$ cat src/rtl/ahb_timer_if.sv
// ahb_timer_if -- AHB-Lite responder-side signal bundle for ahb_timer.
//   i_hsel, i_haddr[31:0], i_hburst[2:0], i_hsize[2:0], i_hprot[3:0],
//   i_htrans[1:0], i_hwdata[63:0], i_hwrite, i_hreadyin : master -> timer
//   o_hrdata[63:0], o_hresp, o_hready                    : timer -> master
interface ahb_timer_if;
  logic        i_hsel;
  logic [31:0] i_haddr;
  logic [2:0]  i_hburst;
  logic [2:0]  i_hsize;
  logic [3:0]  i_hprot;
  logic [1:0]  i_htrans;
  logic [63:0] i_hwdata;
  logic        i_hwrite;
  logic        i_hreadyin;
  logic [63:0] o_hrdata;
  logic        o_hresp;
  logic        o_hready;

  modport master (
    output i_hsel, i_haddr, i_hburst, i_hsize, i_hprot, i_htrans,
           i_hwdata, i_hwrite, i_hreadyin,
    input  o_hrdata, o_hresp, o_hready
  );

  modport slave (
    input  i_hsel, i_haddr, i_hburst, i_hsize, i_hprot, i_htrans,
           i_hwdata, i_hwrite, i_hreadyin,
    output o_hrdata, o_hresp, o_hready
  );
endinterface

$ cat src/rtl/ahb_timer.sv
// ahb_timer -- 64-bit compare timer with an AHB-Lite register interface.
//   i_clk    : sole clock
//   i_rst_n  : asynchronous active-low reset
//   bus      : ahb_timer_if.slave (AHB-Lite responder signals)
//   o_irq    : registered compare interrupt (STATUS.match & CTRL.irq_en)
// Registers: 0x00 CTRL {clear_on_match, irq_en, enable}, 0x08 STATUS.match
// (W1C), 0x10 COUNT, 0x18 CMP, 0x20 PRESCALE (only with the macro below).
// Writes are zero-wait, reads take one wait state, bad transfers get a
// two-cycle ERROR.
// Optional feature: define AHB_TIMER_PRESCALER_EN for a PRESCALE register
// and tick divider; otherwise the counter ticks every cycle.
module ahb_timer #(
  parameter logic [63:0] CMP_RESET  = 64'hFFFF_FFFF_FFFF_FFFF,
  parameter int unsigned PRESCALE_W = 16
) (
  input  logic       i_clk,
  input  logic       i_rst_n,
  ahb_timer_if.slave bus,
  output logic       o_irq
);

  typedef enum logic [1:0] {IDLE, RD_WAIT, ERR1, ERR2} state_e;

  state_e      state_q, state_d;
  logic        hready_q, hready_d;
  logic        hresp_q, hresp_d;
  logic [63:0] hrdata_q, hrdata_d;
  logic        irq_q, irq_d;
  logic [2:0]  ctrl_q, ctrl_d;
  logic        match_q, match_d;
  logic [63:0] count_q, count_d;
  logic [63:0] cmp_q, cmp_d;
  logic        wr_pend_q, wr_pend_d;
  logic [2:0]  wr_idx_q, wr_idx_d;
  logic [7:0]  wr_be_q, wr_be_d;
  logic [2:0]  rd_idx_q, rd_idx_d;
`ifdef AHB_TIMER_PRESCALER_EN
  logic [PRESCALE_W-1:0] prescale_q, prescale_d;
  logic [PRESCALE_W-1:0] div_q, div_d;
`endif

  logic        accept, addr_ok, align_ok, valid;
  logic [2:0]  idx;
  logic [7:0]  be;
  logic        tick, count_wr, match_set, w1c;
  logic [63:0] inc, rdata;

  logic unused_bus;
  assign unused_bus = ^{bus.i_hburst, bus.i_hprot, bus.i_haddr[31:6]};

  function automatic logic [63:0] merge(input logic [63:0] old_v,
                                        input logic [63:0] new_v,
                                        input logic [7:0]  lanes);
    logic [63:0] m;
    for (int unsigned i = 0; i < 8; i++) m[8*i +: 8] = {8{lanes[i]}};
    return (old_v & ~m) | (new_v & m);
  endfunction

  // Address-phase decode
  always_comb begin
    accept = bus.i_hsel & bus.i_hreadyin & bus.i_htrans[1];
    idx    = bus.i_haddr[5:3];
`ifdef AHB_TIMER_PRESCALER_EN
    addr_ok = (idx <= 3'd4);
`else
    addr_ok = (idx <= 3'd3);
`endif
    case (bus.i_hsize[1:0])
      2'd0:    begin align_ok = 1'b1;                      be = 8'h01 << bus.i_haddr[2:0]; end
      2'd1:    begin align_ok = ~bus.i_haddr[0];           be = 8'h03 << bus.i_haddr[2:0]; end
      2'd2:    begin align_ok = (bus.i_haddr[1:0] == 2'd0); be = 8'h0F << bus.i_haddr[2:0]; end
      default: begin align_ok = (bus.i_haddr[2:0] == 3'd0); be = 8'hFF; end
    endcase
    valid = addr_ok & ~bus.i_hsize[2] & align_ok;
  end

  always_comb begin
    state_d   = state_q;
    hready_d  = hready_q;
    hresp_d   = hresp_q;
    hrdata_d  = hrdata_q;
    ctrl_d    = ctrl_q;
    count_d   = count_q;
    cmp_d     = cmp_q;
    wr_pend_d = 1'b0;
    wr_idx_d  = wr_idx_q;
    wr_be_d   = wr_be_q;
    rd_idx_d  = rd_idx_q;
    rdata     = '0;

    tick = 1'b1;
`ifdef AHB_TIMER_PRESCALER_EN
    prescale_d = prescale_q;
    tick  = (div_q == prescale_q);
    div_d = tick ? '0 : div_q + 1'b1;
`endif

    // A bus write to COUNT replaces the increment (and any match it would make).
    count_wr  = wr_pend_q && (wr_idx_q == 3'd2);
    inc       = count_q + 64'd1;
    match_set = 1'b0;
    if (ctrl_q[0] && tick && !count_wr) begin
      if (inc == cmp_q) begin
        match_set = 1'b1;
        count_d   = ctrl_q[2] ? '0 : inc;
      end else begin
        count_d = inc;
      end
    end

    w1c = 1'b0;
    if (wr_pend_q) begin
      case (wr_idx_q)
        3'd0: if (wr_be_q[0]) ctrl_d = bus.i_hwdata[2:0];
        3'd1: w1c = wr_be_q[0] & bus.i_hwdata[0];
        3'd2: count_d = merge(count_q, bus.i_hwdata, wr_be_q);
        3'd3: cmp_d = merge(cmp_q, bus.i_hwdata, wr_be_q);
`ifdef AHB_TIMER_PRESCALER_EN
        3'd4: prescale_d = PRESCALE_W'(merge(64'(prescale_q), bus.i_hwdata, wr_be_q));
`endif
        default: ;
      endcase
`ifdef AHB_TIMER_PRESCALER_EN
      if (wr_idx_q == 3'd0 || wr_idx_q == 3'd4) div_d = '0;
`endif
    end
    // A match raised this cycle outranks a simultaneous W1C.
    match_d = (match_q & ~w1c) | match_set;
    irq_d   = match_q & ctrl_q[1];

    case (rd_idx_q)
      3'd0: rdata = {61'd0, ctrl_q};
      3'd1: rdata = {63'd0, match_q};
      3'd2: rdata = count_q;
      3'd3: rdata = cmp_q;
`ifdef AHB_TIMER_PRESCALER_EN
      3'd4: rdata = 64'(prescale_q);
`endif
      default: rdata = '0;
    endcase

    if (state_q == ERR1) begin
      state_d  = ERR2;
      hready_d = 1'b1;
      hresp_d  = 1'b1;
    end else begin
      state_d  = IDLE;
      hready_d = 1'b1;
      hresp_d  = 1'b0;
      if (state_q == RD_WAIT) hrdata_d = rdata;
      if (accept) begin
        if (!valid) begin
          state_d  = ERR1;
          hready_d = 1'b0;
          hresp_d  = 1'b1;
        end else if (bus.i_hwrite) begin
          wr_pend_d = 1'b1;
          wr_idx_d  = idx;
          wr_be_d   = be;
        end else begin
          state_d  = RD_WAIT;
          hready_d = 1'b0;
          rd_idx_d = idx;
        end
      end
    end
  end

  always_ff @(posedge i_clk or negedge i_rst_n) begin
    if (!i_rst_n) begin
      state_q    <= IDLE;
      hready_q   <= 1'b1;
      hresp_q    <= 1'b0;
      hrdata_q   <= '0;
      irq_q      <= 1'b0;
      ctrl_q     <= '0;
      match_q    <= 1'b0;
      count_q    <= '0;
      cmp_q      <= CMP_RESET;
      wr_pend_q  <= 1'b0;
      wr_idx_q   <= '0;
      wr_be_q    <= '0;
      rd_idx_q   <= '0;
`ifdef AHB_TIMER_PRESCALER_EN
      prescale_q <= '0;
      div_q      <= '0;
`endif
    end else begin
      state_q    <= state_d;
      hready_q   <= hready_d;
      hresp_q    <= hresp_d;
      hrdata_q   <= hrdata_d;
      irq_q      <= irq_d;
      ctrl_q     <= ctrl_d;
      match_q    <= match_d;
      count_q    <= count_d;
      cmp_q      <= cmp_d;
      wr_pend_q  <= wr_pend_d;
      wr_idx_q   <= wr_idx_d;
      wr_be_q    <= wr_be_d;
      rd_idx_q   <= rd_idx_d;
`ifdef AHB_TIMER_PRESCALER_EN
      prescale_q <= prescale_d;
      div_q      <= div_d;
`endif
    end
  end

  assign bus.o_hready = hready_q;
  assign bus.o_hresp  = hresp_q;
  assign bus.o_hrdata = hrdata_q;
  assign o_irq        = irq_q;

endmodule

$ cat src/flat_wrapper.sv
// flat-port wrapper written by rule: the top's interface ports become plain ports
module ahb_timer_flat 
#(
  parameter logic [63:0] CMP_RESET  = 64'hFFFF_FFFF_FFFF_FFFF,
  parameter int unsigned PRESCALE_W = 16
)
  (i_clk, i_rst_n, o_irq, bus_i_hsel, bus_i_haddr, bus_i_hburst, bus_i_hsize, bus_i_hprot, bus_i_htrans, bus_i_hwdata, bus_i_hwrite, bus_i_hreadyin, bus_o_hrdata, bus_o_hresp, bus_o_hready);
  ahb_timer_if bus_i ();
  input  logic i_clk;
  input  logic i_rst_n;
  output logic o_irq;
  input wire logic [$bits(bus_i.i_hsel)-1:0] bus_i_hsel;
  input wire logic [$bits(bus_i.i_haddr)-1:0] bus_i_haddr;
  input wire logic [$bits(bus_i.i_hburst)-1:0] bus_i_hburst;
  input wire logic [$bits(bus_i.i_hsize)-1:0] bus_i_hsize;
  input wire logic [$bits(bus_i.i_hprot)-1:0] bus_i_hprot;
  input wire logic [$bits(bus_i.i_htrans)-1:0] bus_i_htrans;
  input wire logic [$bits(bus_i.i_hwdata)-1:0] bus_i_hwdata;
  input wire logic [$bits(bus_i.i_hwrite)-1:0] bus_i_hwrite;
  input wire logic [$bits(bus_i.i_hreadyin)-1:0] bus_i_hreadyin;
  output wire logic [$bits(bus_i.o_hrdata)-1:0] bus_o_hrdata;
  output wire logic [$bits(bus_i.o_hresp)-1:0] bus_o_hresp;
  output wire logic [$bits(bus_i.o_hready)-1:0] bus_o_hready;
  assign bus_i.i_hsel = bus_i_hsel;
  assign bus_i.i_haddr = bus_i_haddr;
  assign bus_i.i_hburst = bus_i_hburst;
  assign bus_i.i_hsize = bus_i_hsize;
  assign bus_i.i_hprot = bus_i_hprot;
  assign bus_i.i_htrans = bus_i_htrans;
  assign bus_i.i_hwdata = bus_i_hwdata;
  assign bus_i.i_hwrite = bus_i_hwrite;
  assign bus_i.i_hreadyin = bus_i_hreadyin;
  assign bus_o_hrdata = bus_i.o_hrdata;
  assign bus_o_hresp = bus_i.o_hresp;
  assign bus_o_hready = bus_i.o_hready;
  ahb_timer #(.CMP_RESET(CMP_RESET), .PRESCALE_W(PRESCALE_W)) u_core (.i_clk(i_clk), .i_rst_n(i_rst_n), .bus(bus_i), .o_irq(o_irq));
endmodule
$ cat config.mk
export PLATFORM = sky130hd
export DESIGN_NAME = ahb_timer_flat
export DESIGN_NICKNAME = d
export VERILOG_FILES = /design/src/rtl/ahb_timer_if.sv /design/src/rtl/ahb_timer.sv /design/src/flat_wrapper.sv
export SDC_FILE = /design/constraint.sdc
export NUM_CORES = 1
export LEC_CHECK = 0
export BUFFER_PORTS_ARGS = -buffer_cell sky130_fd_sc_hd__buf_2
export CAP_MARGIN = 20
export CORE_ASPECT_RATIO = 0.8
export CORE_MARGIN = 4
export CORE_UTILIZATION = 30
export DETAILED_ROUTE_END_ITERATION = 10
export PLACE_DENSITY = 0.44
export SLEW_MARGIN = 20
export SYNTH_ARGS = -nofsm -noshare
export SYNTH_HDL_FRONTEND = slang
export SYNTH_SLANG_ARGS = --single-unit
$ cat constraint.sdc
create_clock -name i_clk -period 4.89 [get_ports i_clk]
set_input_delay 0.489 -clock i_clk [delete_from_list [all_inputs] [get_ports i_clk]]
set_output_delay 0.489 -clock i_clk [all_outputs]
set_load 0.02 [all_outputs]
==> impl_results.rst, run 1 <==
.. list-table::
   :header-rows: 1

   * - Metric
     - Value
   * - Power density cells
     - 601 nW/um^2
   * - Instance count of the mapped netlist
     - 1471
   * - Kind of critical path
     - reg2reg
   * - Drt total wl
     - 51800 um
   * - GR Overflow Total
     - 0
   * - Share of final-layout standard cells stronger than drive strength 1
     - 28.4%
   * - Number of unique standard cell types used by synthesis
     - 72
   * - Clock tree from TritonCTS
     - yes
   * - Maximum fanout along the worst path
     - 24
   * - Bufs and invs on worst path
     - 3
   * - Slew at the pin closest to its max-slew limit
     - 883 ps
   * - Post-route non-filler standard cell count
     - 2210
   * - Residual DRC count
     - 0
   * - Unrepaired setup endpoints after global routing
     - no
   * - Via total after detailed routing
     - 12300
   * - Hpwl dp
     - 39100 um
   * - Number of fillers in the final layout
     - 4533
   * - CP delay by family, top
     - simple AND/OR/NAND/NOR gates
   * - Worst-case headroom to the max-slew limit
     - 40.9%
   * - Buffers on Ports
     - 145
   * - Final count of pins violating max slew
     - 0
   * - Max-cap violations
     - 0
   * - Mean routed wirelength per cell
     - 23.4 um
   * - Static Leakage
     - 7.08 nW
   * - Sequential-to-total area share from yosys stat
     - 41.2%
   * - Number of primary I/O pins
     - 180
   * - IR drop worst, VDD
     - 0.283 mV
   * - Pin count of the biggest net entering global routing
     - 99
   * - Maximum count of clock buffers along a single path
     - 3
   * - Initial Utilization
     - 30.6%
   * - First-pass GRT wire length
     - 78300 um
   * - Area of the mapped netlist
     - 13300 um^2
   * - Period Utilization, post-route
     - 95.9%
   * - Async set-or-reset flop fraction in the synthesized netlist
     - 100%
   * - Length of routed met2 wiring
     - 21600 um
   * - Number of placed cells counting well taps
     - 2159
   * - Total inserted antenna cells
     - 0
   * - Number of warnings issued by yosys
     - 0
   * - Post-layout minimum cycle time
     - 4690 ps
   * - Syn Area/Cell
     - 9.01 um^2
   * - DR WL met3
     - 3730 um
   * - Type of element capturing the critical path
     - flip-flop
   * - Global Route Usage Sum
     - 21.1%
   * - Top cell by count, worst path
     - buf_4
   * - Number of standard-cell rows in the floorplan
     - 68
   * - Final Wtd Congestion
     - 0.924
   * - DIE AREA
     - 47600 um^2
   * - Vert. Die Dim
     - 196 um
   * - Critical Path Start Type
     - flip-flop
   * - Width of the die
     - 243 um
   * - Antenna violations before repair
     - 3
   * - Worst EP required
     - 5310 ps
   * - Starting DRC count in detailed routing
     - 1083
   * - Leading cell type in the layout, fill and taps excluded
     - nand2_1
   * - Standard cell with the maximum stage delay on the critical path
     - or4_1
   * - Slowest Stage Delay on Critical Path
     - 740 ps
   * - Post-route met1 wirelength
     - 25600 um
   * - Final hold violations
     - 0
   * - Largest clock skew in the final design
     - 18.6 ps
   * - Total clock sinks
     - 215
   * - Hold Path Class
     - in2reg
   * - Number of global-route vias before repair
     - 11900
   * - Top layer reached by signal wires
     - met5
   * - Reg clk slew, reported paths
     - 60 ps
   * - Syn nets
     - 1590
   * - Number of buffers inserted during clock tree synthesis
     - 26
   * - Main flop type after synthesis
     - dfrtp_1
   * - Cell Chain, Critical Path
     - nand3_1, or4_1, nor3_2, and4_1, o32ai_1, a2111oi_1, buf_4, nand4_1, or4_2, buf_4, buf_4, a32oi_1, o21ai_1
   * - Area grow syn2layout
     - 20.3%
   * - Seq cells post-synth
     - 215
   * - Skew-Pair Late Insertion Delay
     - 550 ps
   * - Run status
     - finished clean
   * - Highest attainable clock frequency
     - 213 MHz
   * - Root Buffer
     - clkbuf_16
   * - Setup TNS Final
     - 0 ps
   * - Via density per instance
     - 5.58
   * - Net count, final
     - 1749
   * - First-pass iteration count of the detailed router
     - 5
   * - EDFF count, synth
     - 0
   * - Antenna viol nets, final
     - 0
   * - CP arrival
     - 5120 ps
   * - Most used cells in the layout excluding fill and tap cells
     - nand2_1, dfrtp_1, buf_2, a22oi_1, buf_4
   * - Standard cell core area
     - 43400 um^2
   * - Deepest level of the CTS H-tree
     - 1
   * - Post-Route Hold Slack
     - 149 ps
   * - Number of setup violations in the final report
     - 0
[tightest hold or removal path: stages]
cell,delay (ps)
buf_2,110
nand2_1,50
nand2_1,40
[Yosys cell counts (all sizes together) (3+ instances only)]
master	count	share of area (%)
xnor2	62	4.1
nand2b	12	0.57
inv	32	0.91
clkbuf	84	2.4
a22o	3	0.20
nor4b	3	0.20
xor2	26	1.7
o211ai	8	0.45
a31oi	22	1.0
and2	17	0.80
and4	18	1.2
o221ai	3	0.20
mux2i	8	0.60
nor3	59	2.3
nand3	66	2.5
nor2b	9	0.42
or3	11	0.52
nor2	61	1.7
ha	6	0.57
buf	43	1.6
dfrtp	150	28
o31ai	3	0.17
a2111oi	4	0.26
nor3b	6	0.34
a21boi	4	0.23
a21oi	12	0.45
a22oi	110	6.2
o311ai	7	0.46
or2	5	0.24
nand4b	7	0.46
mux2	70	5.9
nand3b	4	0.23
nor4	32	1.9
o21a	3	0.17
nand4	61	3.5
or4	15	0.96
dfstp	65	13
o21ai	125	4.7
nand2	168	4.8
a32oi	7	0.46
and3	39	1.8
[worst paths after layout]
check / from / endpoint / slack (ps) / cells past startpoint
min in group asynchronous: i_rst_n / u_core.bus.o_hrdata[17] / 490 / 2
max in group asynchronous: i_rst_n / async pin / 3250 / 3
worst max register to register: flip-flop / flip-flop / 200 / 13
worst max-delay path: flip-flop / flip-flop / 200 / 13
worst min register to register: u_core.bus.o_hrdata[31] / u_core.bus.o_hrdata[31] / 470 / 2
worst min-delay path: bus_i_hwrite / u_core.bus.o_hready / 150 / 3
[per-layer routing]
metal,track usage [%],up-vias
met4,3.27,4
met5,0,-
li1,-,5767
met1,32.8,6131
met3,4.10,52
met2,30.9,385
[kinds of logic (layout without fill, tap and decap cells)]
family | Yosys count | after routing | synth area share, %
XOR/XNOR | 88 | 88 | 5.81
multiplexers | 79 | 79 | 6.72
adder cells (fa/ha/maj) | 6 | 6 | 0.566
AND/OR/NAND/NOR | 594 | 594 | 24.5
buffers and inverters | 159 | 338 | 4.94
AO/OA/AOI/OAI | 330 | 330 | 16.3
flip-flops | 215 | 215 | 41.2
[cell type report]
cell class	count	area (um^2)	share of cell area (%)
clock buffer	37	773	4.85
inverter	32	120	0.753
timing repair buffer	258	1610	10.1
tap	560	701	4.39
clock inverter	11	116	0.730
sequential	215	5460	34.2
multi-input combinational	1097	7170	44.9
[per-stage QoR]
stage	worst slack, ps	power, mW	util, %	instance area (um^2)
2_1_floorplan	1320	5.24	-	13300
3_3_place_gp	302	7.50	34.6	15000
3_5_place_dp	262	7.49	34.6	15000
4_1_cts	188	9.58	36.7	15900
5_1_grt	54.2	10.1	36.8	15900
6_report	198	9.58	36.8	15900
[report_power, final]
group	internal (mW)	total [mW]	switching, mW
clock network	1.21	2.03	0.824
logic	1.94	5.15	3.21
registers	2.12	2.40	0.277
total	5.27	9.58	4.31
[repair_timing]
item                                   4_1_cts  5_1_grt
setup endpoints to repair                    0       10
hold buffers                                 1        0
setup buffers                                0        2
gates resized for setup                      0        1
endpoints found under the hold margin       51        0
No activity file was read; power rests on OpenSTA's default activity.
==> run 2: changes to the inputs <==
Settings changed: SETUP_SLACK_MARGIN set to 0.3.
==> run 2 against run 1 <==
Clock power about the same. Utilization increased by 0.27 points. Non-clock buffer count increased by 3. Sequential power about the same. Maximum frequency increased by 5.1%.
==> impl_results.rst, run 2 (same netlist as run 1, synthesis figures left out) <==
.. list-table::
   :header-rows: 1

   * - Metric
     - Value
   * - Critical Path Start Type
     - flip-flop
   * - Pin count of the biggest net entering global routing
     - 99
   * - Reg clk slew, reported paths
     - 70 ps
   * - Clock tree from TritonCTS
     - yes
   * - Buffers on Ports
     - 145
   * - Residual DRC count
     - 0
   * - Post-layout utilization of the core
     - 37.0%
   * - Setup slack of the worst register-to-register path
     - 430 ps
   * - Total inserted antenna cells
     - 0
   * - Standard cell core area
     - 43400 um^2
   * - Number of primary I/O pins
     - 180
   * - Post-route met1 wirelength
     - 26000 um
   * - Cell Chain, Critical Path
     - nand4_4, or4_4, nor4_1, nand4_1, nand2b_1, and4_1, nand4b_1, or4_2, buf_4, buf_4, a32oi_1, o21ai_1
   * - Via total after detailed routing
     - 12300
   * - Worst-case headroom to the max-slew limit
     - 38.9%
   * - Final Wtd Congestion
     - 0.924
   * - Area grow syn2layout
     - 21.2%
   * - IR drop worst, VDD
     - 0.286 mV
   * - DIE AREA
     - 47600 um^2
   * - Bufs and invs on worst path
     - 2
   * - Max-cap violations
     - 0
   * - Final count of pins violating max slew
     - 0
   * - Final instance area
     - 16100 um^2
   * - Number of setup violations in the final report
     - 0
   * - Highest attainable clock frequency
     - 224 MHz
   * - Deepest level of the CTS H-tree
     - 1
   * - Top cell by count, worst path
     - buf_4
   * - Slowest Stage Delay on Critical Path
     - 750 ps
   * - Root Buffer
     - clkbuf_16
   * - Number of standard-cell rows in the floorplan
     - 68
   * - Standard cell with the maximum stage delay on the critical path
     - or4_2
   * - Kind of critical path
     - reg2reg
   * - Slew at the pin closest to its max-slew limit
     - 913 ps
   * - Worst EP required
     - 5320 ps
   * - Final hold violations
     - 0
   * - Share of final-layout standard cells stronger than drive strength 1
     - 29.2%
   * - CP arrival
     - 4890 ps
   * - Register area
     - 5460 um^2
   * - Power density cells
     - 606 nW/um^2
   * - Top layer reached by signal wires
     - met5
   * - Hpwl dp
     - 39100 um
   * - Mean routed wirelength per cell
     - 23.4 um
   * - Skew-Pair Late Insertion Delay
     - 550 ps
   * - Post-layout minimum cycle time
     - 4460 ps
   * - Total power after layout
     - 9.73 mW
   * - Starting DRC count in detailed routing
     - 966
   * - GR Overflow Total
     - 0
   * - Logic depth of the worst setup path including buffers
     - 12
   * - Setup TNS Final
     - 0 ps
   * - Post-place instance area
     - 15000 um^2
   * - Logic depth of the worst register-to-register path
     - 12
   * - First-pass GRT wire length
     - 78300 um
   * - Length of routed met2 wiring
     - 21700 um
   * - Total clock sinks
     - 215
   * - Largest clock skew in the final design
     - 18.9 ps
   * - Unrepaired setup endpoints after global routing
     - no
   * - Run status
     - finished clean
   * - Number of buffers inserted during clock tree synthesis
     - 26
   * - CP delay by family, top
     - simple AND/OR/NAND/NOR gates
   * - Period Utilization, post-route
     - 91.3%
   * - Type of element capturing the critical path
     - flip-flop
   * - Multi-input combinational cell area
     - 7260 um^2
   * - Number of global-route vias before repair
     - 12000
   * - Number of fillers in the final layout
     - 4524
   * - Hold Path Class
     - in2reg
   * - Maximum count of clock buffers along a single path
     - 3
   * - Vert. Die Dim
     - 196 um
   * - Global Route Usage Sum
     - 21.1%
   * - Leading cell type in the layout, fill and taps excluded
     - nand2_1
   * - Initial Utilization
     - 30.6%
   * - Via density per instance
     - 5.55
   * - First-pass iteration count of the detailed router
     - 5
   * - Antenna violations before repair
     - 2
   * - Net count, final
     - 1752
   * - Width of the die
     - 243 um
   * - Static Leakage
     - 7.12 nW
   * - DR WL met3
     - 3240 um
   * - Maximum fanout along the worst path
     - 24
   * - Antenna viol nets, final
     - 0
   * - Drt total wl
     - 51700 um
   * - Most used cells in the layout excluding fill and tap cells
     - nand2_1, dfrtp_1, buf_2, buf_4, a22oi_1
[run 2: how the worst min path moves through the flow]
stage	from	endpoint	slack, ps	cells after the start
after CTS	bus_i_hwrite	u_core.bus.o_hready	120	3
after global placement	u_core.bus.o_hrdata[32]	u_core.bus.o_hrdata[32]	460	2
after detailed placement	u_core.bus.o_hrdata[24]	u_core.bus.o_hrdata[24]	460	2
after global routing	bus_i_hwrite	u_core.bus.o_hready	170	3
final	bus_i_hwrite	u_core.bus.o_hready	150	3
after floorplan	i_rst_n	async pin	190	0
[run 2: layout make-up]
class                   count  area share [%]
clock buffers              37            4.81
clock inverters            11           0.724
inverters                  32           0.748
multi-input cells        1097            45.2
flip-flops and latches    215            34.0
well taps                 560            4.36
repair buffers            261            10.2
[run 2: worst min-delay path, stage by stage]
cell and delay (ps):
buf_2 110, nand2_1 50, nand2_1 40
[run 2: metal layers]
| metal | vias to the layer above | global-route usage (%) |
|---|---|---|
| met5 | - | 0 |
| met4 | 4 | 3.27 |
| met3 | 51 | 4.10 |
| met2 | 333 | 30.8 |
| met1 | 6144 | 32.8 |
| li1 | 5761 | - |
[run 2: report_power, final]
| part | switching [mW] | internal [mW] | leakage, nW | total, mW |
|---|---|---|---|---|
| logic | 3.28 | 2.03 | 4.26 | 5.31 |
| clock network | 0.820 | 1.21 | 0.433 | 2.03 |
| registers | 0.277 | 2.12 | 2.42 | 2.40 |
[run 2: metrics by stage]
stage / hold slack [ps] / std cells / worst slack, ps
floorplan: 193 / 1471 / 1320
global placement: 456 / 2159 / 302
detailed placement: 465 / 2159 / 262
CTS: 123 / 2211 / 304
global route: 175 / 2213 / 300
finish: 149 / 2213 / 426
[run 2: what timing repair did]
item                                   in CTS  in global routing
setup buffers                               3                  2
pin swaps                                   1                  1
endpoints found under the hold margin      51                  0
setup endpoints to repair                  11                 38
gates cloned                                0                  0
hold buffers                                1                  0
resized for setup                           1                 18
